## src/rtl/opl_pkg.sv

```systemverilog
// opl_pkg: register indices, status bit positions and port offsets shared by the OPL timer block
package opl_pkg;
  localparam logic [7:0] REG_T1 = 8'h02;
  localparam logic [7:0] REG_T2 = 8'h03;
  localparam logic [7:0] REG_CTRL = 8'h04;
  localparam logic [7:0] REG_NEW = 8'h05;
  localparam int ST_IRQ = 7;
  localparam int ST_F1 = 6;
  localparam int ST_F2 = 5;
  localparam logic [1:0] OFF_IDX0 = 2'd0;
  localparam logic [1:0] OFF_DAT0 = 2'd1;
  localparam logic [1:0] OFF_IDX1 = 2'd2;
  localparam logic [1:0] OFF_DAT1 = 2'd3;
endpackage

```

## src/rtl/opl_timer_block_timer.sv

```systemverilog
// opl_timer: one reloading 8-bit OPL timer with preset, start-edge load, mask and overflow flag
module opl_timer (
  input  logic       clk,
  input  logic       reset,
  input  logic       tick,
  input  logic       preset_we,
  input  logic       ctrl_we,
  input  logic       clr,
  input  logic       mask_d,
  input  logic       start_d,
  input  logic [7:0] din,
  output logic       flag
);
  logic [7:0] preset, cnt;
  logic       mask, start, ovf;
  assign ovf = start && tick && cnt == 8'hFF;
  always_ff @(posedge clk) begin
    if (reset) begin
      preset <= '0;
      cnt <= '0;
      mask <= 1'b0;
      start <= 1'b0;
      flag <= 1'b0;
    end else begin
      if (preset_we) preset <= din;
      if (ctrl_we) begin
        mask <= mask_d;
        start <= start_d;
      end
      if (ctrl_we && start_d && !start) cnt <= preset;
      else if (start && tick) cnt <= ovf ? preset : cnt + 8'd1;
      // a clear landing on an overflow cycle wins
      if (clr) flag <= 1'b0;
      else if (ovf && !mask) flag <= 1'b1;
    end
  end
endmodule

```

## src/rtl/opl_timer_block.sv

```systemverilog
// opl_timer_block: AdLib/OPL I/O block with OPL2 timers, toggle handshake and optional OPL3 bank 1
// irq is driven from the status byte only when OPL_IRQ_EN is defined, otherwise tied low.
module opl_timer_block
  import opl_pkg::*;
#(
  parameter logic [11:0] BASE_PORT = 12'h388,
  parameter int          OPL3      = 0,
  parameter int          T1_DIV    = 4000,
  parameter int          T2_RATIO  = 4,
  parameter int          RD_DELAY  = 63
) (
  input  logic        clk,
  input  logic        reset,
  input  logic [11:0] port,
  input  logic [7:0]  din,
  output logic [7:0]  dout,
  input  logic        cpu_iordin,
  output logic        cpu_iordout,
  input  logic        cpu_iowrin,
  output logic        cpu_iowrout,
  output logic        irq,
  output logic        opl3_new,
  output logic [7:0]  activity
);
  localparam int W1 = $clog2(T1_DIV + 1);
  localparam int W2 = $clog2(T2_RATIO + 1);
  localparam int RW = $clog2(RD_DELAY + 1);
  localparam logic [W1-1:0] P1_MAX = W1'(T1_DIV - 1);
  localparam logic [W2-1:0] P2_MAX = W2'(T2_RATIO - 1);
  localparam logic [RW-1:0] RD_INIT = RW'(RD_DELAY > 1 ? RD_DELAY - 2 : 0);
  localparam logic [11:0] NPORTS = OPL3 != 0 ? 12'd4 : 12'd2;
  logic [11:0]   off;
  logic [7:0]    idx0, idx1, status;
  logic [W1-1:0] pre;
  logic [W2-1:0] pre2;
  logic [RW-1:0] rd_cnt;
  logic          dec, wr, rd, rd_busy, tick1, tick2, flag1, flag2;
  logic          wr_idx0, wr_dat0, wr_idx1, wr_dat1, ctrl, clr;
  assign off = port - BASE_PORT;
  assign dec = off < NPORTS;
  assign wr = cpu_iowrin != cpu_iowrout;
  assign rd = cpu_iordin != cpu_iordout;
  assign wr_idx0 = wr && dec && off[1:0] == OFF_IDX0;
  assign wr_dat0 = wr && dec && off[1:0] == OFF_DAT0;
  assign wr_idx1 = wr && dec && off[1:0] == OFF_IDX1;
  assign wr_dat1 = wr && dec && off[1:0] == OFF_DAT1;
  assign ctrl = wr_dat0 && idx0 == REG_CTRL;
  assign clr = ctrl && din[7];
  assign tick1 = pre == P1_MAX;
  assign tick2 = tick1 && pre2 == P2_MAX;
  always_comb begin
    status = '0;
    status[ST_IRQ] = flag1 | flag2;
    status[ST_F1] = flag1;
    status[ST_F2] = flag2;
  end
  assign dout = dec ? status : 8'hFF;
`ifdef OPL_IRQ_EN
  assign irq = status[ST_IRQ];
`else
  assign irq = 1'b0;
`endif
  opl_timer u_t1 (
    .clk(clk), .reset(reset), .tick(tick1),
    .preset_we(wr_dat0 && idx0 == REG_T1), .ctrl_we(ctrl && !din[7]), .clr(clr),
    .mask_d(din[6]), .start_d(din[0]), .din(din), .flag(flag1)
  );
  opl_timer u_t2 (
    .clk(clk), .reset(reset), .tick(tick2),
    .preset_we(wr_dat0 && idx0 == REG_T2), .ctrl_we(ctrl && !din[7]), .clr(clr),
    .mask_d(din[5]), .start_d(din[1]), .din(din), .flag(flag2)
  );
  always_ff @(posedge clk) begin
    if (reset) begin
      cpu_iowrout <= 1'b0;
      cpu_iordout <= 1'b0;
      idx0 <= '0;
      idx1 <= '0;
      opl3_new <= 1'b0;
      activity <= '0;
      pre <= '0;
      pre2 <= '0;
      rd_busy <= 1'b0;
      rd_cnt <= '0;
    end else begin
      cpu_iowrout <= cpu_iowrin;
      if (wr_idx0) idx0 <= din;
      if (wr_idx1) idx1 <= din;
      if (wr_dat1 && idx1 == REG_NEW) opl3_new <= din[0];
      if (wr_dat0 || wr_dat1) activity <= activity + 8'd32;
      pre <= tick1 ? '0 : pre + 1'b1;
      if (tick1) pre2 <= tick2 ? '0 : pre2 + 1'b1;
      // the detection edge counts as the first of the RD_DELAY cycles
      if (rd_busy) begin
        if (rd_cnt == '0) begin
          rd_busy <= 1'b0;
          cpu_iordout <= cpu_iordin;
        end else rd_cnt <= rd_cnt - 1'b1;
      end else if (rd) begin
        if (dec && RD_DELAY > 1) begin
          rd_busy <= 1'b1;
          rd_cnt <= RD_INIT;
        end else cpu_iordout <= cpu_iordin;
      end
    end
  end
endmodule

```

## config.mk

```make
export PLATFORM = sky130hd
export DESIGN_NAME = opl_timer_block
export DESIGN_NICKNAME = d
export VERILOG_FILES = /design/src/rtl/opl_pkg.sv /design/src/rtl/opl_timer_block_timer.sv /design/src/rtl/opl_timer_block.sv
export SDC_FILE = /design/constraint.sdc
export NUM_CORES = 1
export LEC_CHECK = 0
export ABC_AREA = 1
export CAP_MARGIN = 20
export CORE_ASPECT_RATIO = 1.75
export CORE_MARGIN = 4
export CORE_UTILIZATION = 25
export CTS_CLUSTER_SIZE = 24
export DETAILED_ROUTE_END_ITERATION = 10
export SETUP_SLACK_MARGIN = 0.02
export SLEW_MARGIN = 20
export SYNTH_ARGS = -nofsm -noshare
export SYNTH_HDL_FRONTEND = slang
export SYNTH_SLANG_ARGS = --single-unit
```

## constraint.sdc

```tcl
create_clock -name clk -period 3.3 [get_ports clk]
set_input_delay 0.66 -clock clk [delete_from_list [all_inputs] [get_ports clk]]
set_output_delay 0.66 -clock clk [all_outputs]
set_load 0.01 [all_outputs]
```

* Yosys cells after proc, flatten, opt, wreduce, memory -nomap -nowiden *
Cells that the tools add are included.
Widths: inputs -> output; s select.

storage, ports and cells
  bits of input ports = 24
  flip-flop bits (word level) = 87
  word-level logic and storage cells = 103
  output and inout bits = 20

cells by class
  add/sub/neg operators = 7
  equal/unequal tests = 16
  mux-type cells = 20
  $lt $le $gt $ge = 1
  reduce and logical (&&, ||, !) cells = 38
  bitwise logic cells = 1

operator list
  operator                count
  $mux 8                  7
  $mux 6                  4
  $logic_and 1x1->1       22
  $add 8x1->8 const B     2
  $eq 8x2->1 const B      2
  $eq 8x3->1 const B      2
  $eq 8x8->1 const B      2
  $add 12x1->12 const B   1
  $eq 12x12->1 const B    1
  $lt 12x2->1 const B     1
  $sub 12x10->12 const B  1
  $add 8x6->8 const B     1
  $mux 1                  8
  $reduce_bool 2->1       4
  $logic_not 6->1         1
  $reduce_and 3->1        2
  $sub 6x1->6 const B     1
  $logic_not 1->1         5
  $eq 2x2->1 const B      2
  $ne 2x1->1 const B      2
  $reduce_or 2->1         2
  $add 3x1->3 const B     1
  $eq 3x2->1 const B      1
  $mux 3                  1
  other kinds (6)         7

* Logic depth before layout (Yosys ltp) *
  word-level depth = 9
  mapped depth = 14
  gate-level depth less buffers = 14

* Hierarchy *
From an unflattened synthesis, not the netlist that was laid out.

second synthesis, totals
  cell total of the unflattened synthesis = 553
  area total of the unflattened synthesis = 3841.2 um^2

modules (own cells, without submodules)
  module           cells an instance  instances  area each (um^2)  seq. area each (um^2)
  opl_timer        145                2          985.9             380.4
  opl_timer_block  263                1          1869.3            720.7

* Least setup slack after synthesis *
No wires, ideal clock.

  path type = input to output
  start point = in port[3]
  end point = out dout[7]
  path buffers = 0
  stages on the path = 9
  path slack = 898 ps
  data required time = 2640 ps
  arrival time = 1742 ps
  path through = inv_1 ha_1 inv_1 nor2_1 nand3_1 nor2_2 nand2_1 inv_1 nand3_1

on the way
  longest elaborated chain between the ends = 3

RTL lines
  item             RTL line               text
  start, declared  opl_timer_block.sv:14  input logic [11:0] port,
  $sub 12x10->12   opl_timer_block.sv:39  assign off = port - BASE_PORT;
  $lt 12x2->1      opl_timer_block.sv:40  assign dec = off < NPORTS;
  $mux 8           opl_timer_block.sv:57  assign dout = dec ? status : 8'hFF;
  end, declared    opl_timer_block.sv:16  output logic [7:0] dout,

No other way between the ends.

* Worst setup path in the final report *
  start point = in port[3]
  end point = out dout[2]

Same word-level chain as after synthesis.

==> metrics <==
largest net degree at the start of global routing 37; crit-path max FO 6; worst vdd ir 0.288 mV; hold_ws 420 ps; post-route ant nets 0; adder-cell share of the synthesized area between 2 and 3%; vias in the first global route between 3000 and 4000; Avg Vias per Cell between 4 and 5; Clk Latency, worst-skew pair roughly 330 ps; Pins Over Slew Limit 0; status finished, final reports clean; total grt overflow 0; Synth top area share a little under two fifths; Post-synth EDFFs 0; # fillers roughly 1600; critical path type in -> out; sequential fraction of the synthesis area a little under two fifths; clock skew between 7 and 8 ps; antenna cell count 0; XOR/XNOR share of the synthesized area between 4 and 5%; Worst-Margin Slew 512 ps; Root Driver clkbuf_16; Synth Area in Simple Gates around 30%; TritonCTS Buffers 9; Bufs and invs on worst path 5; kind of cell adding the most delay to the critical path buffers and inverters; first-pass GRT wire length 15000 um; Die Width 102 um; Vias 3414; post-synth cell types a little over 40; CP Cell Sequence clkdlybuf4s50_1 > inv_1 > ha_1 > inv_1 > nor2_1 > nand3_1 > nor2_2 > nand2_1 > buf_4 > clkdlybuf4s50_1; worst min path class reg -> reg; #FFs+latches synth 74; r2r worst-path depth 12; Worst path max stage delay approximately 480 ps; drt pass-1 iters 4; Initial Utilization 25.7%; layout cells sized above 1 around 8.2%; warnings from Yosys 0; Layout area overhead 22.2%; DRC violations left 0; RR Startpoint pre[0]; most numerous cell in the Yosys netlist inv_1; main combinational cell family by area after synthesis simple AND/OR/NAND/NOR gates; top_reg_cell synth dfxtp_1; Synth async-reset ratio 0%; Worst-path clk slew 60 ps; nets@finish between 600 and 700; Hold Vio Cnt, Final 0; Final setup viols 0; max_cap viols 0; CP required 2640 ps; initial antenna violation count 0; area of the mapped netlist between 0.003 and 0.004 sq mm; Mapped Cells between 500 and 600; Worst Hold Launch opl3_new; # clock sinks 74; top cells by count, synth 83 x inv_1, 75 x nand2_1, 74 x dfxtp_1; startpoint types input port; largest cells by area after synthesis dfxtp_1 38%, inv_1 8.0%, nand2_1 7.3%; DP HPWL 6710 um; flop2flop setup slack between 1000 and 1500 ps; CTS tree yes; reg2reg end u_t2.cnt[7]; Syn Area/Cell ~7.3 sq um; area leader, netlist dfxtp_1; Max Freq roughly 0.32 GHz; hold depth 2; CP arrival around 2500 ps; Avg WL per Cell ~12 um; post-synthesis mux area share 0%; H-tree lvl count 3; row cnt 59; power per cell area about 430 mW/mm^2; setup TNS 0 ps; Design Power 0.00201 W; routed wire length 8920 um; Slowest-stage cell, CP clkdlybuf4s50_1; Final Wtd Congestion approximately 0.80; initial DRC count 134; hold path endpoint opl3_new; core area ~0.015 sq mm; RSZ-0062 raised after global routing no; fin crit share 95.7%; leakage 2.02 nW; Slew headroom 65.8%; I/O Buffers 37; deepest clock path buffer count 2; Critical Path Sink Type output pin; min cycle time layout 3160 ps; Top Ports 44; All-Layer GR Usage between 10% and 20%; Compound-Gate Fraction of Synth Area 11.7%; full die area approximately 0.018 sq mm; die extent in y roughly 170 um
## area by class of cell
class / count / area (sq um) / area share [%]
multi-input combinational: 347 / 1910 / 40.3
clock inverter: 1 / 30.0 / 0.635
inverter: 89 / 334 / 7.06
sequential: 74 / 1480 / 31.3
timing repair buffer: 49 / 460 / 9.73
tap: 183 / 229 / 4.84
clock buffer: 15 / 288 / 6.08
## worst max-delay path by stage
stage / slack [ps] / endpoint / startpoint / depth (start not counted)
5_1_grt: 30 / dout[2] / port[3] / 10
4_1_cts: 80 / dout[7] / port[3] / 11
2_1_floorplan: 900 / dout[7] / port[3] / 9
3_5_place_dp: 80 / dout[7] / port[3] / 11
6_report: 140 / dout[2] / port[3] / 10
3_3_place_gp: 90 / dout[7] / port[3] / 11
## where the power goes
group / leakage (nW) / switching [W] / internal [W]
sequential: 0.597 / 0.00000294 / 0.000898
clock: 0.156 / 0.000359 / 0.000669
combinational: 1.27 / 0.0000476 / 0.0000370
total: 2.02 / 0.000410 / 0.00160
## placed cells by master (no fill, tap or decap), drive strengths merged
cell,Yosys,final
o21a,1,1
buf,19,12
a21oi,25,25
and3,1,1
conb,1,6
or3,1,1
a31oi,12,12
ha,8,8
nor2,62,62
dfxtp,74,74
clkdlybuf4s50,0,37
bufinv,0,1
nand4,8,8
a211oi,12,12
xnor2,2,2
clkinv,3,3
o211a,1,1
nor4,6,6
inv,86,86
nor3,21,21
clkbuf,7,15
o211ai,2,2
nor3b,2,2
nand3b,1,1
nand2,77,77
nand3,55,55
xor2,20,20
or2,3,3
o21ai,20,20
o2111ai,1,1
## through the flow
stage / setup WS [ps] / cell area [sq um] / cells / utilization [%]
floorplan: 898 / 3890 / 536 / -
global placement: 89.9 / 4410 / 742 / 29.3
detailed placement: 83.4 / 4410 / 742 / 29.3
CTS: 80.1 / 4730 / 758 / 31.4
global route: 27.9 / 4730 / 758 / 31.4
finish: 141 / 4730 / 758 / 31.4
## repair_timing
item	in CTS	in global routing
gates resized for setup	0	1
hold buffers	0	0
buffers inserted	0	0
endpoints found under the setup margin	0	3
## metal layers
layer | up-vias | track usage [%] | routed length [um]
li1 | 1789 | - | -
met1 | 1580 | 11.0 | 3570
met2 | 36 | 19.8 | 4900
met3 | 9 | 2.26 | 269
met4 | 0 | 4.38 | 177
met5 | - | 0 | 0
## state kept, by name, indices dropped and copies added (netlist names), 3 cells and up
signal / count
activity: 3
idx0: 8
pre: 12
pre2: 3
rd_cnt: 6
u_t1.cnt: 8
u_t1.preset: 8
u_t2.cnt: 8
u_t2.preset: 8
## worst reg2reg max path, cell delays in order (launching register included)
cell	delay [ps]
dfxtp_1	350
ha_1	170
nand2_1	70
nor2_1	150
inv_1	110
nor2_1	130
nand2_1	120
nor2_1	210
nand3_1	330
nand2_2	290
nand2_1	80
nor2_1	90
nor2_1	50
## cells by family after synthesis
kind of cell             count (synthesis)
flip-flops                              74
XOR/XNOR                                22
AO/OA/AOI/OAI                           74
buffers and inverters                  115
adder cells (fa/ha/maj)                  8
other                                    1
AND/OR/NAND/NOR                        237
No activity file was read; power rests on OpenSTA's default activity.
